===== src/rtl/rx_tx_byte_queue.sv =====
// rx_tx_byte_queue: byte FIFO between the serial receiver and the serial sender.
// Each 0->1 edge on rx_status pushes rx_data. A three-state pop FSM launches one
// byte at a time to the sender and follows its idle/busy status.
// Optional build macro RX_TX_BYTE_QUEUE_DROP_COUNT_EN adds an 8-bit saturating
// drop_count output that counts dropped pushes and timeout discards.
//
// Sender handshake: in IDLE, when the queue holds a byte and tx_status==1, the
// head byte is registered onto tx_data and tx_en is raised. tx_en and tx_data
// then stay stable until the sender reports busy (tx_status==0) or
// BUSY_TIMEOUT cycles pass. The FSM then waits for tx_status==1 before it
// launches again.
module rx_tx_byte_queue #(
  parameter int DEPTH        = 16,
  parameter int ADDR_W       = 4,
  parameter int BUSY_TIMEOUT = 20832
) (
  input  logic              clk,
  input  logic              rst,
  input  logic [7:0]        rx_data,
  input  logic              rx_status,
  input  logic              tx_status,
  output logic [7:0]        tx_data,
  output logic              tx_en,
  output logic [ADDR_W:0]   count,
  output logic              empty,
  output logic              full,
  output logic              overflow,
  output logic              timeout,
  output logic [1:0]        o_dbg_state
`ifdef RX_TX_BYTE_QUEUE_DROP_COUNT_EN
  ,
  output logic [7:0]        drop_count
`endif
);

  localparam int TO_W = (BUSY_TIMEOUT > 1) ? $clog2(BUSY_TIMEOUT) : 1;

  typedef enum logic [1:0] {
    ST_IDLE      = 2'd0,
    ST_WAIT_BUSY = 2'd1,
    ST_WAIT_DONE = 2'd2
  } state_t;

  logic [7:0]        r_mem [DEPTH];
  logic [ADDR_W-1:0] r_wr_ptr;
  logic [ADDR_W-1:0] r_rd_ptr;
  logic [ADDR_W:0]   r_count;
  logic              r_rx_prev;
  logic              r_overflow;
  logic              r_timeout;
  state_t            r_state;
  logic [7:0]        r_tx_data;
  logic              r_tx_en;
  logic [TO_W-1:0]   r_to_cnt;

  logic              w_push_req;
  logic              w_pop;
  logic              w_push_ok;
  logic              w_drop;
  logic              w_to_hit;
  logic              w_full;
  logic              w_empty;
  logic [7:0]        w_head;

  assign w_full     = (r_count == (ADDR_W+1)'(DEPTH));
  assign w_empty    = (r_count == '0);
  assign w_head     = r_mem[r_rd_ptr];
  assign w_push_req = rx_status & ~r_rx_prev;
  assign w_pop      = (r_state == ST_IDLE) & ~w_empty & tx_status;
  // A push while full survives only if a pop frees a slot on the same edge.
  assign w_push_ok  = w_push_req & (~w_full | w_pop);
  assign w_drop     = w_push_req & w_full & ~w_pop;
  assign w_to_hit   = (r_state == ST_WAIT_BUSY) & tx_status &
                      (r_to_cnt == TO_W'(BUSY_TIMEOUT - 1));

  assign tx_data     = r_tx_data;
  assign tx_en       = r_tx_en;
  assign count       = r_count;
  assign empty       = w_empty;
  assign full        = w_full;
  assign overflow    = r_overflow;
  assign timeout     = r_timeout;
  assign o_dbg_state = r_state;

  // Storage array; a pop reads the old head before a same-edge write lands.
  always_ff @(posedge clk) begin
    if (w_push_ok) r_mem[r_wr_ptr] <= rx_data;
  end

  // Edge detect, pointers, occupancy and sticky overflow.
  always_ff @(posedge clk or posedge rst) begin
    if (rst) begin
      r_rx_prev  <= 1'b1;
      r_wr_ptr   <= '0;
      r_rd_ptr   <= '0;
      r_count    <= '0;
      r_overflow <= 1'b0;
    end else begin
      r_rx_prev <= rx_status;
      if (w_push_ok) r_wr_ptr <= r_wr_ptr + ADDR_W'(1);
      if (w_pop)     r_rd_ptr <= r_rd_ptr + ADDR_W'(1);
      case ({w_push_ok, w_pop})
        2'b10:   r_count <= r_count + (ADDR_W+1)'(1);
        2'b01:   r_count <= r_count - (ADDR_W+1)'(1);
        default: r_count <= r_count;
      endcase
      if (w_drop) r_overflow <= 1'b1;
    end
  end

  // Pop FSM: launch head byte, wait for the sender to go busy, then idle again.
  always_ff @(posedge clk or posedge rst) begin
    if (rst) begin
      r_state   <= ST_IDLE;
      r_tx_data <= 8'h00;
      r_tx_en   <= 1'b0;
      r_to_cnt  <= '0;
      r_timeout <= 1'b0;
    end else begin
      case (r_state)
        ST_IDLE: begin
          if (w_pop) begin
            r_tx_data <= w_head;
            r_tx_en   <= 1'b1;
            r_to_cnt  <= '0;
            r_state   <= ST_WAIT_BUSY;
          end else begin
            r_tx_en <= 1'b0;
          end
        end
        ST_WAIT_BUSY: begin
          if (!tx_status) begin
            r_tx_en <= 1'b0;
            r_state <= ST_WAIT_DONE;
          end else if (w_to_hit) begin
            r_tx_en   <= 1'b0;
            r_timeout <= 1'b1;
            r_state   <= ST_IDLE;
          end else begin
            r_to_cnt <= r_to_cnt + TO_W'(1);
          end
        end
        ST_WAIT_DONE: begin
          r_tx_en <= 1'b0;
          if (tx_status) r_state <= ST_IDLE;
        end
        default: begin
          r_tx_en <= 1'b0;
          r_state <= ST_IDLE;
        end
      endcase
    end
  end

`ifdef RX_TX_BYTE_QUEUE_DROP_COUNT_EN
  logic [7:0] r_drop_count;
  logic [8:0] w_drop_sum;

  assign w_drop_sum = {1'b0, r_drop_count} + {7'd0, w_drop} + {7'd0, w_to_hit};
  assign drop_count = r_drop_count;

  // Saturating count of dropped pushes and timeout discards.
  always_ff @(posedge clk or posedge rst) begin
    if (rst) begin
      r_drop_count <= 8'd0;
    end else if (w_drop_sum > 9'd255) begin
      r_drop_count <= 8'd255;
    end else begin
      r_drop_count <= w_drop_sum[7:0];
    end
  end
`endif

endmodule

===== config.mk =====
export PLATFORM = sky130hd
export DESIGN_NAME = rx_tx_byte_queue
export DESIGN_NICKNAME = d
export VERILOG_FILES = /design/src/rtl/rx_tx_byte_queue.sv
export SDC_FILE = /design/constraint.sdc
export NUM_CORES = 1
export LEC_CHECK = 0
export BUFFER_PORTS_ARGS = -buffer_cell sky130_fd_sc_hd__buf_4
export CORE_MARGIN = 5
export CORE_UTILIZATION = 54
export DETAILED_ROUTE_END_ITERATION = 6
export PLACE_DENSITY_LB_ADDON = 0.1
export SYNTH_ARGS = -nofsm -noshare
export SYNTH_HDL_FRONTEND = slang
export SYNTH_SLANG_ARGS = --single-unit

===== constraint.sdc =====
create_clock -name clk -period 2.3 [get_ports clk]
set_input_delay 0.345 -clock clk [delete_from_list [all_inputs] [get_ports clk]]
set_output_delay 0.345 -clock clk [all_outputs]
set_load 0.05 [all_outputs]

==> flow_metrics.tcl <==
set metrics [dict create \
    diodes 0 \
    io_pins 32 \
    grt_overflow 0 \
    clk_path_buf_depth 2 \
    min_from "rx_status" \
    clockRootBuffer "clkbuf_16" \
    outcome "complete, but fails checks" \
    end_kind "flop" \
    clk_latency_ns 0.42 \
    tightestPinTransition_ns 0.527 \
    synth_area_um2 6870 \
    syn-instance-count 397 \
    firstDrtPassIters 4 \
    nNetsFinal 490 \
    grt_use_met2_pct 28.3 \
    fin_area_um2 8500 \
    startpoint "o_dbg_state[1]" \
    place_area_um2 7890 \
    fin_setup_tns_ns -0.0265 \
    wl_um 12900 \
    yosys.area_share.xor_xnor_pct 3.06 \
    period_needed_ns 2.33 \
    yosys.area_share.simple_pct 6.47 \
    cts-buffers-inserted 17 \
    grt_usage_pct 19.1 \
    initial_core_util_pct 54.6 \
    mappedNetlistNets 416 \
    ys_types 43 \
    utilization_pct 67.6 \
    seq_area_frac_synth_pct 71.3 \
    core_area_um2 12600 \
    synth-compound-area-share_pct 4.03 \
    r2r_start "o_dbg_state[1]" \
    setup_viol 1 \
    synthFlopType "edfxtp_1" \
    setup_ws_ns -0.0265 \
    layout_commonest_cell "edfxtp_1" \
    drtIter0Drc 351 \
    max_slew_margin_pct 64.9 \
    rows 41 \
    ys_ff_latch 170 \
    antenna_found_initial 0 \
    layout-drive-gt1-share_pct 36.2 \
    final_antenna_net_count 0 \
    cts_num_sinks 170 \
    drc 0 \
    synth_area_per_cell_um2 17.3 \
    stdcell_count 656 \
    gr-usage-met1_pct 28.5 \
    slew_viol_final 0 \
    synth_top_family_by_area "multiplexers" \
    cts_tree "built" \
    worstPathRequired_ns 2.64 \
    grt_use_met3_pct 4.47 \
    arrival_ns 2.66 \
    worstSetupPathType "flop to flop" \
    drv_cap 0 \
    grt_max_degree 36 \
    grt_pass1_vias 3688 \
    synth_edf_count 128 \
    finalClockSkew_ns 0.00862 \
    clk_pin_slew_ns 0.06 \
    violations "negative setup slack" \
    crit_fanout 2 \
    fin_crit_sh_pct 101 \
    placed_cells 622 \
    rsz0062_at_grt "yes" \
    power_density_nw_per_um2 1200 \
    dieArea_um2 15100 \
    area_delta_synth_final_pct 23.7 \
    leakage_nw 3.03 \
    vias 3671 \
    globalplace.congestion 0.838 \
    start_kind "flop" \
    final_cell_mix "edfxtp_1, buf_4, dfrtp_1, mux4_2, nor2_1" \
    synth_mux_area_share_pct 12.4 \
    synthAdderAreaFrac_pct 1.28 \
    grt_pass1_wl_um 20900 \
    drt-wirelength-per-cell_um 19.7 \
    hp-class "input pin to flop" \
    htreeDepth 4 \
    fmaxAchievable_mhz 430 \
    irDropWorstVdd_mv 0.841 \
    hpwlAfterDp_um 8790 \
    grt_busiest_layer "met1" \
    synth_warnings 0 \
    hold_viol 0 \
    die_h_um 123 \
    synthArstFlopShare_pct 24.7 \
    numPortBuffers 31 \
    die_x_um 123 \
    pre_cts_ws_ns -0.0807 \
    via_per_inst 5.60 \
]
-- per-layer routing --
layer	vias up	wire length (µm)
li1	1696	-
met1	1891	5930
met2	69	6370
met3	15	420
met4	0	200
met5	-	0
-- state kept, by name, indices dropped and copies added, names as in the netlist --
signal and cells:
r_to_cnt 15, r_wr_ptr 4, count 5, timeout 1, r_rx_prev 1, r_mem 128, tx_data 8, r_rd_ptr 4
tx_en 1, overflow 1, o_dbg_state 2
-- final cells by class --
cell class / instances / area (µm²)
repair buffers: 74 / 803
well taps: 172 / 215
inverters: 6 / 22.5
clock inverters: 10 / 95.1
clock buffers: 22 / 464
fillers: 884 / 4070
multi-input cells: 202 / 1990
flip-flops and latches: 170 / 4900
-- report_power, final --
part,internal (mW),switching [mW]
combinational,1.56,1.92
sequential,3.67,0.340
clock,1.55,1.12
-- cells in the mapped netlist, drive strengths merged, types with 2 or more instances --
library cell,instances,area share (%)
o21ai,3,0.22
a21o,2,0.22
or4,2,0.22
and3,2,0.18
a22oi,8,0.87
ha,7,1.3
mux4,32,10
mux2i,11,1.6
xnor2,10,1.3
clkbuf,10,0.55
inv,6,0.33
nand2,13,0.71
xor2,14,1.8
nor2,35,1.9
a21oi,3,0.27
mux2,2,0.33
buf,9,0.56
nand4,11,1.0
nand3,6,0.44
nand2b,2,0.18
o211ai,8,0.87
edfxtp,128,56
nor3,5,0.36
o21a,8,0.87
a41o,2,0.29
and2,3,0.27
dfrtp,41,15
-- stage by stage --
stage	hold WS [ns]	power [mW]
2_1_floorplan	0.349	6.33
3_3_place_gp	0.300	7.48
3_5_place_dp	0.308	7.54
4_1_cts	0.0347	10.3
5_1_grt	0.0374	10.7
6_report	0.0557	10.2
-- cells by family after synthesis --
family | Yosys count
XOR/XNOR | 24
AND/OR/NAND/NOR | 89
adder cells (fa/ha/maj) | 7
flip-flops | 170
AO/OA/AOI/OAI | 37
multiplexers | 45
buffers and inverters | 25
-- worst paths after layout --
check | to | slack [ns] | cells past startpoint
worst max-delay path | count[4] | -0.03 | 8
worst min-delay path | r_rx_prev | 0.06 | 1
worst max register to register | count[4] | -0.03 | 8
worst min register to register | tx_en | 0.48 | 1
max in group asynchronous | r_rd_ptr[1] | 1.32 | 4
min in group asynchronous | r_wr_ptr[3] | 0.42 | 3
-- worst max-delay path, cell delays in order (launching register included) --
cell and delay [ns]:
dfrtp_2 0.40, or3b_4 0.40, a221o_1 0.31, xnor2_1 0.14, ha_2 0.19, nor2_2 0.08
or4b_4 0.46, a21oi_2 0.14, xnor2_1 0.13
-- timing repair --
action | 4_1_cts | 5_1_grt
hold buffers | 1 | 0
pin swaps | 4 | 1
gates resized for setup | 7 | 1
endpoints found under the setup margin | 3 | 37
buffers inserted | 1 | 0
hold endpoints to repair | 10 | 0
Note: power is estimated with default switching activity, not from simulation.
